--- src/rtl/jump_controller_pkg.sv ---
// Shared definitions for the press-to-jump game flow: widths, limits and FSM states.
package jump_controller_pkg;

    localparam int DEF_LEN_W   = 10;
    localparam int DEF_SCORE_W = 16;
    localparam int DEF_STEP    = 8;
    localparam int MAX_LEN     = 800;

    typedef enum logic [2:0] {
        ST_IDLE   = 3'd0,
        ST_CHARGE = 3'd1,
        ST_JUMP   = 3'd2,
        ST_LAND   = 3'd3,
        ST_SCORE  = 3'd4,
        ST_OVER   = 3'd5
    } state_t;

endpackage

--- src/rtl/jump_controller_judge.sv ---
// Landing judge: |jump_len - gap| <= tolerance, an exact match on the tolerance still hits.
module jump_judge
    import jump_controller_pkg::*;
#(
    parameter int LEN_W = DEF_LEN_W
) (
    input  logic [LEN_W-1:0] i_jump_len,
    input  logic [LEN_W-1:0] i_gap,
    input  logic [LEN_W-1:0] i_tol,
    output logic             o_hit
);

    logic signed [LEN_W:0] w_diff;
    logic        [LEN_W:0] w_abs;

    // Signed difference one bit wider than the operands, then magnitude compare.
    always_comb begin
        w_diff = $signed({1'b0, i_jump_len}) - $signed({1'b0, i_gap});
        w_abs  = w_diff[LEN_W] ? LEN_W'(0) - w_diff : w_diff;
        o_hit  = (w_abs <= {1'b0, i_tol});
    end

endmodule

--- src/rtl/jump_controller.sv ---
// Game-flow sequencer: charge, animated jump, landing judgement, scoring and game over.
module jump_controller
    import jump_controller_pkg::*;
#(
    parameter int STEP    = DEF_STEP,
    parameter int LEN_W   = DEF_LEN_W,
    parameter int SCORE_W = DEF_SCORE_W
) (
    input  logic               clk,
    input  logic               rst_n,
    input  logic               press,
    input  logic               restart,
    input  logic               frame_tick,
    input  logic [LEN_W-1:0]   length,
    input  logic [LEN_W-1:0]   gap,
    input  logic [LEN_W-1:0]   half_width,
    output logic               press_enable,
    output logic               press_clean,
    output logic [LEN_W-1:0]   man_offset,
    output logic [LEN_W-1:0]   jump_height,
    output logic [SCORE_W-1:0] score,
    output logic               game_over,
    output logic               next_platform
);

    state_t             r_state;
    logic [LEN_W-1:0]   r_offset;
    logic [LEN_W-1:0]   r_jump_len;
    logic [LEN_W-1:0]   r_gap_q;
    logic [LEN_W-1:0]   r_tol_q;
    logic [SCORE_W-1:0] r_score;
    logic               r_press_enable;
    logic               r_press_clean;
    logic               r_game_over;
    logic               r_next_platform;

    logic               w_hit;
    logic [LEN_W:0]     w_sum;
    logic [LEN_W-1:0]   w_remain;
    logic [LEN_W-1:0]   w_min;

    jump_judge #(.LEN_W(LEN_W)) u_judge (
        .i_jump_len (r_jump_len),
        .i_gap      (r_gap_q),
        .i_tol      (r_tol_q),
        .o_hit      (w_hit)
    );

    // Widened step sum so the comparison against jump_len can never wrap.
    always_comb begin
        w_sum = {1'b0, r_offset} + (LEN_W+1)'(STEP);
    end

    // Arc height from the registered offset: half the distance to the nearer end of the jump.
    always_comb begin
        w_remain = r_jump_len - r_offset;
        w_min    = (r_offset < w_remain) ? r_offset : w_remain;
        if (r_state == ST_JUMP || r_state == ST_LAND) begin
            jump_height = w_min >> 1;
        end else begin
            jump_height = '0;
        end
    end

    // Game FSM with offset counter, score and registered Moore outputs (set on state entry).
    always_ff @(posedge clk or negedge rst_n) begin
        if (!rst_n) begin
            r_state         <= ST_IDLE;
            r_offset        <= '0;
            r_jump_len      <= '0;
            r_gap_q         <= '0;
            r_tol_q         <= '0;
            r_score         <= '0;
            r_press_enable  <= 1'b0;
            r_press_clean   <= 1'b1;
            r_game_over     <= 1'b0;
            r_next_platform <= 1'b0;
        end else begin
            case (r_state)
                ST_IDLE: begin
                    r_offset <= '0;
                    if (press) begin
                        r_state        <= ST_CHARGE;
                        r_press_enable <= 1'b1;
                        r_press_clean  <= 1'b0;
                    end
                end
                ST_CHARGE: begin
                    if (!press) begin
                        r_jump_len     <= length;
                        r_gap_q        <= gap;
                        r_tol_q        <= half_width;
                        r_press_enable <= 1'b0;
                        if (length == '0) begin
                            r_state       <= ST_IDLE;
                            r_press_clean <= 1'b1;
                        end else begin
                            r_state <= ST_JUMP;
                        end
                    end
                end
                ST_JUMP: begin
                    if (frame_tick) begin
                        if (w_sum >= {1'b0, r_jump_len}) begin
                            r_offset <= r_jump_len;
                            r_state  <= ST_LAND;
                        end else begin
                            r_offset <= w_sum[LEN_W-1:0];
                        end
                    end
                end
                ST_LAND: begin
                    if (w_hit) begin
                        r_state         <= ST_SCORE;
                        r_next_platform <= 1'b1;
                    end else begin
                        r_state       <= ST_OVER;
                        r_game_over   <= 1'b1;
                        r_press_clean <= 1'b1;
                    end
                end
                ST_SCORE: begin
                    r_score         <= (r_score == '1) ? r_score : r_score + 1'b1;
                    r_next_platform <= 1'b0;
                    r_press_clean   <= 1'b1;
                    r_offset        <= '0;
                    r_state         <= ST_IDLE;
                end
                ST_OVER: begin
                    if (restart) begin
                        r_score     <= '0;
                        r_offset    <= '0;
                        r_game_over <= 1'b0;
                        r_state     <= ST_IDLE;
                    end
                end
                default: begin
                    r_state         <= ST_IDLE;
                    r_offset        <= '0;
                    r_press_enable  <= 1'b0;
                    r_press_clean   <= 1'b1;
                    r_game_over     <= 1'b0;
                    r_next_platform <= 1'b0;
                end
            endcase
        end
    end

    assign press_enable  = r_press_enable;
    assign press_clean   = r_press_clean;
    assign man_offset    = r_offset;
    assign score         = r_score;
    assign game_over     = r_game_over;
    assign next_platform = r_next_platform;

endmodule

--- config.mk ---
export PLATFORM = sky130hd
export DESIGN_NAME = jump_controller
export DESIGN_NICKNAME = d
export VERILOG_FILES = /design/src/rtl/jump_controller_pkg.sv /design/src/rtl/jump_controller_judge.sv /design/src/rtl/jump_controller.sv
export SDC_FILE = /design/constraint.sdc
export NUM_CORES = 1
export LEC_CHECK = 0
export CAP_MARGIN = 30
export CORE_MARGIN = 2
export CORE_UTILIZATION = 30
export CTS_BUF_LIST = sky130_fd_sc_hd__clkbuf_8
export DETAILED_ROUTE_END_ITERATION = 8
export GPL_TIMING_DRIVEN = 0
export PLACE_DENSITY = 0.63
export SETUP_SLACK_MARGIN = 0.2
export SYNTH_ARGS = -nofsm -noshare
export SYNTH_HDL_FRONTEND = slang
export SYNTH_SLANG_ARGS = --single-unit
export TNS_END_PERCENT = 20
--- constraint.sdc ---
create_clock -name clk -period 4 [get_ports clk]
set_input_delay 1.2 -clock clk [delete_from_list [all_inputs] [get_ports clk]]
set_output_delay 1.2 -clock clk [all_outputs]
set_load 0.05 [all_outputs]
After elaboration in Yosys (flattened, before gate mapping):

Cells that the tools add are included.

* equality and inequality tests: 15
* add/subtract/negate cells: 5
* magnitude comparators: 3
* mux-type cells: 30
* bitwise logic cells: 6
* reductions and logical operators: 17

Operators with widths (count)
* 10-bit 2-to-1 mux: 4
* 16-bit 2-to-1 mux: 2
* 16-bit case mux with 2 select lines: 1
* 10-bit case mux with 3 select lines: 1
* 16-bit by 1-bit adder with 16-bit output (second input constant): 1
* 16-bit == test (second input constant): 1
* 3-bit 2-to-1 mux: 5
* 3-bit case mux with 5 select lines: 1
* 2-bit inequality test (second input constant): 7
* 3-bit AND reduction: 4
* 4-bit OR reduction: 3
* 10-bit by 4-bit adder with 11-bit output (second input constant): 1
* 11-bit by 10-bit >= comparator with 1-bit output: 1
* 11-bit by 10-bit <= comparator with 1-bit output: 1
* 11-bit 2-to-1 mux: 1
* 1-bit by 11-bit subtractor with 11-bit output (first input constant): 1
* 10-bit by 10-bit subtractor with 11-bit output: 1
* 10-bit zero test: 1
* 10-bit < comparator: 1
* 5-bit AND reduction: 2
* 10-bit subtractor: 1
* 1-bit 2-to-1 mux: 9
* 9-bit 2-to-1 mux: 1
* 3-bit by 2-bit == test with 1-bit output (second input constant): 2
* 13 further kinds: 23

* input bits: 35
* output and inout port bits: 40
* word-level logic and storage cells: 86
* register bits: 63

Depth between registers and ports, before layout:

* depth after elaboration: 6
* depth in mapped cells: 19
* mapped depth without buffers: 19

Modules after synthesis:

A second synthesis with hierarchy kept.

* cells, all modules: 562
* area total of the unflattened synthesis: 4916.0 sq um

Modules (own cells, without submodules)
* jump_controller: cells each 422, area each 3938.8 sq um, sequential area each 1577.8 sq um, instances 1
* jump_judge: cells each 140, area each 977.2 sq um, sequential area each 0.0 sq um, instances 1

Worst setup path before layout:

OpenSTA, ideal clock, no wires.

* path type: reg-to-output
* start: register r_offset[2], in the netlist man_offset[2]
* end: output jump_height[0]
* buffers on the path: 1
* required time: 2.800 ns
* stages on the path, launching flop included: 16
* data arrival time: 4.371 ns
* path slack: -1.571 ns
* cell sequence: dfrtp_1 > inv_1 > ha_1 > nand2b_1 > a21oi_1 > o21a_1 > or3_1 > a22o_1 > ha_1 > nor2_1 > nor2_1 > o41ai_1 > o21ai_0 > clkbuf_1 > nor2_1 > a211oi_1

* cells in the longest elaborated chain, start to end: 4

Ends and longest elaborated chain
* start: declaration: RTL line jump_controller.sv:27 `logic [LEN_W-1:0] r_offset;`
* start signal: assignment: RTL line jump_controller.sv:105 `r_offset <= r_jump_len;`
* start signal: assignment: RTL line jump_controller.sv:108 `r_offset <= w_sum[LEN_W-1:0];`
* 10-bit subtractor: RTL line jump_controller.sv:56 `w_remain = r_jump_len - r_offset;`
* 10-bit < comparator *: RTL line jump_controller.sv:57 `w_min = (r_offset < w_remain) ? r_offset : w_remain;`
* 10-bit 2-to-1 mux *: RTL line jump_controller.sv:57
* 9-bit 2-to-1 mux *: RTL line jump_controller.sv:58 `if (r_state == ST_JUMP || r_state == ST_LAND) begin`
* end: declaration: RTL line jump_controller.sv:20 `output logic [LEN_W-1:0] jump_height,`

Mark *: on every way between the ends. The rest lies on a longest branch, timed or not.

Final worst setup path:

* start: register r_jump_len[0]
* end: output jump_height[3]

* cells in the longest elaborated chain, start to end: 4

Ends and longest elaborated chain
* start: declaration: RTL line jump_controller.sv:28 `logic [LEN_W-1:0] r_jump_len;`
* start signal: assignment: RTL line jump_controller.sv:90 `r_jump_len <= length;`
* 10-bit subtractor *: RTL line jump_controller.sv:56
* 10-bit < comparator: RTL line jump_controller.sv:57
* 10-bit 2-to-1 mux *: RTL line jump_controller.sv:57
* 9-bit 2-to-1 mux *: RTL line jump_controller.sv:58

Marks and branches as above.

==> flow_summary.json <==
{
  "hp-start": "next_platform",
  "crit_path_start": "r_jump_len[0]",
  "clock_latency_ns": 0.36,
  "track_usage": 0.153,
  "fin_worst_skew_ns": 0.0176,
  "met2_length_um": 5990,
  "drc": 0,
  "std_cell_rows": 45,
  "hp-class": "register to register",
  "report.final.slew_viol_count": 0,
  "vias": 4337,
  "hpwl_um": 9560,
  "drive_above_1_share": 0.158,
  "p_leak_uw": 0.00264,
  "nNetsFinal": 735,
  "max_cap_viol_count": 0,
  "critical_path_cell_count": 17,
  "layout-area-overhead-vs-synth_pct": 33.7,
  "synthesis.area_um2": 4720,
  "wl_um": 12600,
  "path_buf_inv": 3,
  "final_antenna_net_count": 0,
  "syn_inst": 550,
  "synthDistinctLibCells": 54,
  "r2r-end": "next_platform",
  "cp_slowest_stage_delay_ns": 0.39,
  "ff2ff_setup_slack_ns": 0.08,
  "worstSetupEndpointType": "primary output",
  "dr.pass1.iters": 4,
  "fmax_mhz": 205,
  "overflow": 0,
  "slew-limit-headroom": 0.438,
  "syn-num-nets": 638,
  "max-vdd-ir-drop_uv": 497,
  "start_util": 0.309,
  "drt-met1-wl_um": 5950,
  "fill_cells": 1499,
  "synth_edf_count": 0,
  "crit_arrival_ns": 3.67,
  "cts_sinks": 63,
  "cts_tree": "done",
  "tightest_slew_ns": 0.843,
  "grt_max_degree": 64,
  "io_buffer_count": 73,
  "ys_seq_elements": 63,
  "die_area_um2": 16700,
  "min_period_ns": 4.87,
  "synth_area_per_cell_um2": 8.57,
  "core_area_um2": 15300,
  "power_density_nw_per_um2": 957,
  "synth_seq_area_share": 0.335,
  "yosys_warnings": 0,
  "grt_pass1_wl_um": 20400,
  "h-tree-depth": 3,
  "grt_pass1_vias": 4286,
  "die_h_um": 129,
  "die_w_um": 129,
  "via_per_inst": 5.03,
  "setup-tns-final_ns": -7.44,
  "period_share": 1.22,
  "cp_slowest_cell": "dfrtp_1",
  "clk_pin_slew_worst_paths_ns": 0.07,
  "met3WireLength_um": 549,
  "wl_per_cell_um": 14.6,
  "pin_count": 75,
  "drt_iter0_drc": 264,
  "path_class": "register to primary output",
  "worst_hold_slack_ns": 0.507,
  "cp_data_required_time_ns": 2.80,
  "hold_buffers": 0,
  "antenna_cells": 0,
  "crit_path_start_kind": "register",
  "place_congestion": 0.826,
  "async_flop_share": 1.00,
  "layout_setup_ws_ns": -0.867,
  "cp-endpoint": "jump_height[3]",
  "r2r_start": "r_jump_len[0]",
  "setup_viol": 9,
  "outcome": "finished with violations",
  "highest_layer": "met4",
  "hold_violations": 0,
  "path_max_fanout": 5,
  "power.total_uw": 6030,
  "cts_buffer_depth": 2,
  "ff2ff_path_depth": 19,
  "cts_root_buffer": "clkbuf_8",
  "failed_checks": "negative setup slack",
  "grt_antenna_before_repair": 0,
  "pre_cts_ws_ns": -1.36,
  "cpLargestDelayFamily": "compound AO/OA/AOI/OAI gates",
  "path_cells": "inv_2, ha_4, fa_2, nand2b_4, a21oi_4, o21a_1, or3_1, a22o_1, ha_4, nor2_4, nor2_4, o41ai_4, o21ai_2, clkbuf_8, mux2i_1, and2_4, buf_8",
  "numCtsBuffers": 9,
  "rsz0062_at_grt": "yes",
  "synth_flop_cell": "dfrtp_1"
}
worst register-to-register path, stage by stage (launching register included):
cell and delay, ns:
dfrtp_1 0.37, inv_2 0.06, buf_4 0.14, ha_1 0.20
inv_1 0.07, fa_2 0.43, inv_2 0.08, ha_2 0.18
nand2_1 0.07, or3_4 0.41, nor2_4 0.10, a31oi_2 0.10
xor2_1 0.16, ha_1 0.30, a21o_1 0.20, a21oi_2 0.14
nand2_1 0.08, o31ai_2 0.21, o41a_1 0.36, a32o_1 0.21
cell families (layout without fill, tap and decap cells):
kind of cell	count (synthesis)	after routing	synth area share
other	1	1	0.000795
DFF	63	63	0.335
buffers and inverters	64	166	0.0517
xor gates and xnor gates	38	38	0.0706
adders and majority gates	53	53	0.144
AOI/OAI and AO/OA	139	139	0.187
and+or+nand+nor	179	179	0.183
muxes	13	13	0.0281
how the worst min path moves through the flow:
| stage | depth (start not counted) | endpoint |
|---|---|---|
| after floorplan | 1 | r_gap_q[0] |
| after global placement | 1 | next_platform |
| after detailed placement | 1 | next_platform |
| after CTS | 1 | next_platform |
| after global routing | 1 | r_gap_q[0] |
| final | 1 | next_platform |
synth_stat cells, drive strengths merged, types with 3 or more instances:
| cell | count | share of area |
|---|---|---|
| a22o | 4 | 0.0074 |
| xnor2 | 25 | 0.046 |
| a211oi | 9 | 0.015 |
| and2 | 7 | 0.0093 |
| o31ai | 5 | 0.0080 |
| o21ai | 53 | 0.056 |
| nor2b | 11 | 0.015 |
| a21o | 8 | 0.013 |
| nor3 | 19 | 0.020 |
| a31oi | 4 | 0.0053 |
| clkbuf | 13 | 0.010 |
| o21a | 7 | 0.011 |
| inv | 49 | 0.039 |
| or2 | 3 | 0.0040 |
| nand4 | 6 | 0.0080 |
| xor2 | 13 | 0.024 |
| nand2b | 8 | 0.011 |
| nor2 | 37 | 0.029 |
| dfrtp | 62 | 0.33 |
| nand3 | 18 | 0.019 |
| o22ai | 7 | 0.0093 |
| ha | 51 | 0.14 |
| mux2i | 11 | 0.023 |
| nand2 | 54 | 0.043 |
| a21oi | 28 | 0.032 |
| or3 | 5 | 0.0066 |
| and4 | 4 | 0.0074 |
flip-flops by register name, indices dropped and copies added, names as in the netlist:
signal	flops
r_state	3
score	16
r_gap_q	10
r_tol_q	10
man_offset	10
game_over	1
next_platform	1
press_clean	1
press_enable	1
r_jump_len	10
stage by stage:
step | cell area (µm²) | utilization | std cells
floorplan | 4850 | - | 550
global placement | 5850 | 0.383 | 834
detailed placement | 5850 | 0.383 | 834
CTS | 6180 | 0.405 | 858
global route | 6300 | 0.413 | 863
finish | 6300 | 0.413 | 863
layer usage:
metal / track usage / vias to the layer above
met1: 0.203 / 2105
li1: - / 2118
met4: 0.0332 / 0
met3: 0.0343 / 15
met2: 0.257 / 99
met5: 0 / -
timing repair:
item,4_1_cts,5_1_grt
setup buffers,7,5
setup endpoints to repair,13,16
gates cloned,1,0
pin swaps,11,14
gates resized for setup,84,20
final cells by class:
cell class                 instances  area, µm²  share of cell area
multi-input combinational        423       3170               0.502
sequential                        63       1590               0.252
timing repair buffer              86        855               0.136
tap                              211        264              0.0419
inverter                          49        184              0.0292
clock buffer                      11        151              0.0240
buffer                            15       70.1              0.0111
clock inverter                     5       25.0             0.00397
cell usage in the layout, fill, tap and decap left out, types with 7 or more instances in the layout:
cell	netlist	final
clkdlybuf4s50_1	0	63
nand2_1	54	54
dfrtp_1	62	54
o21ai_0	53	51
inv_1	49	46
ha_1	51	46
nor2_1	37	31
xnor2_1	25	21
a21oi_1	25	21
nor3_1	19	18
nand3_1	18	18
buf_4	1	14
xor2_1	13	13
clkbuf_8	0	13
clkbuf_1	13	12
nor2b_1	11	11
mux2i_1	11	11
a21o_1	8	8
dfrtp_2	0	8
nand2b_1	8	7
o21a_1	7	7
o22ai_1	7	7
power by group:
group          switching (µW)  internal (µW)
Combinational            2610           1910
Clock                     256            252
Sequential                162            848
Total                    3030           3010
No activity file was read; power rests on OpenSTA's default activity.
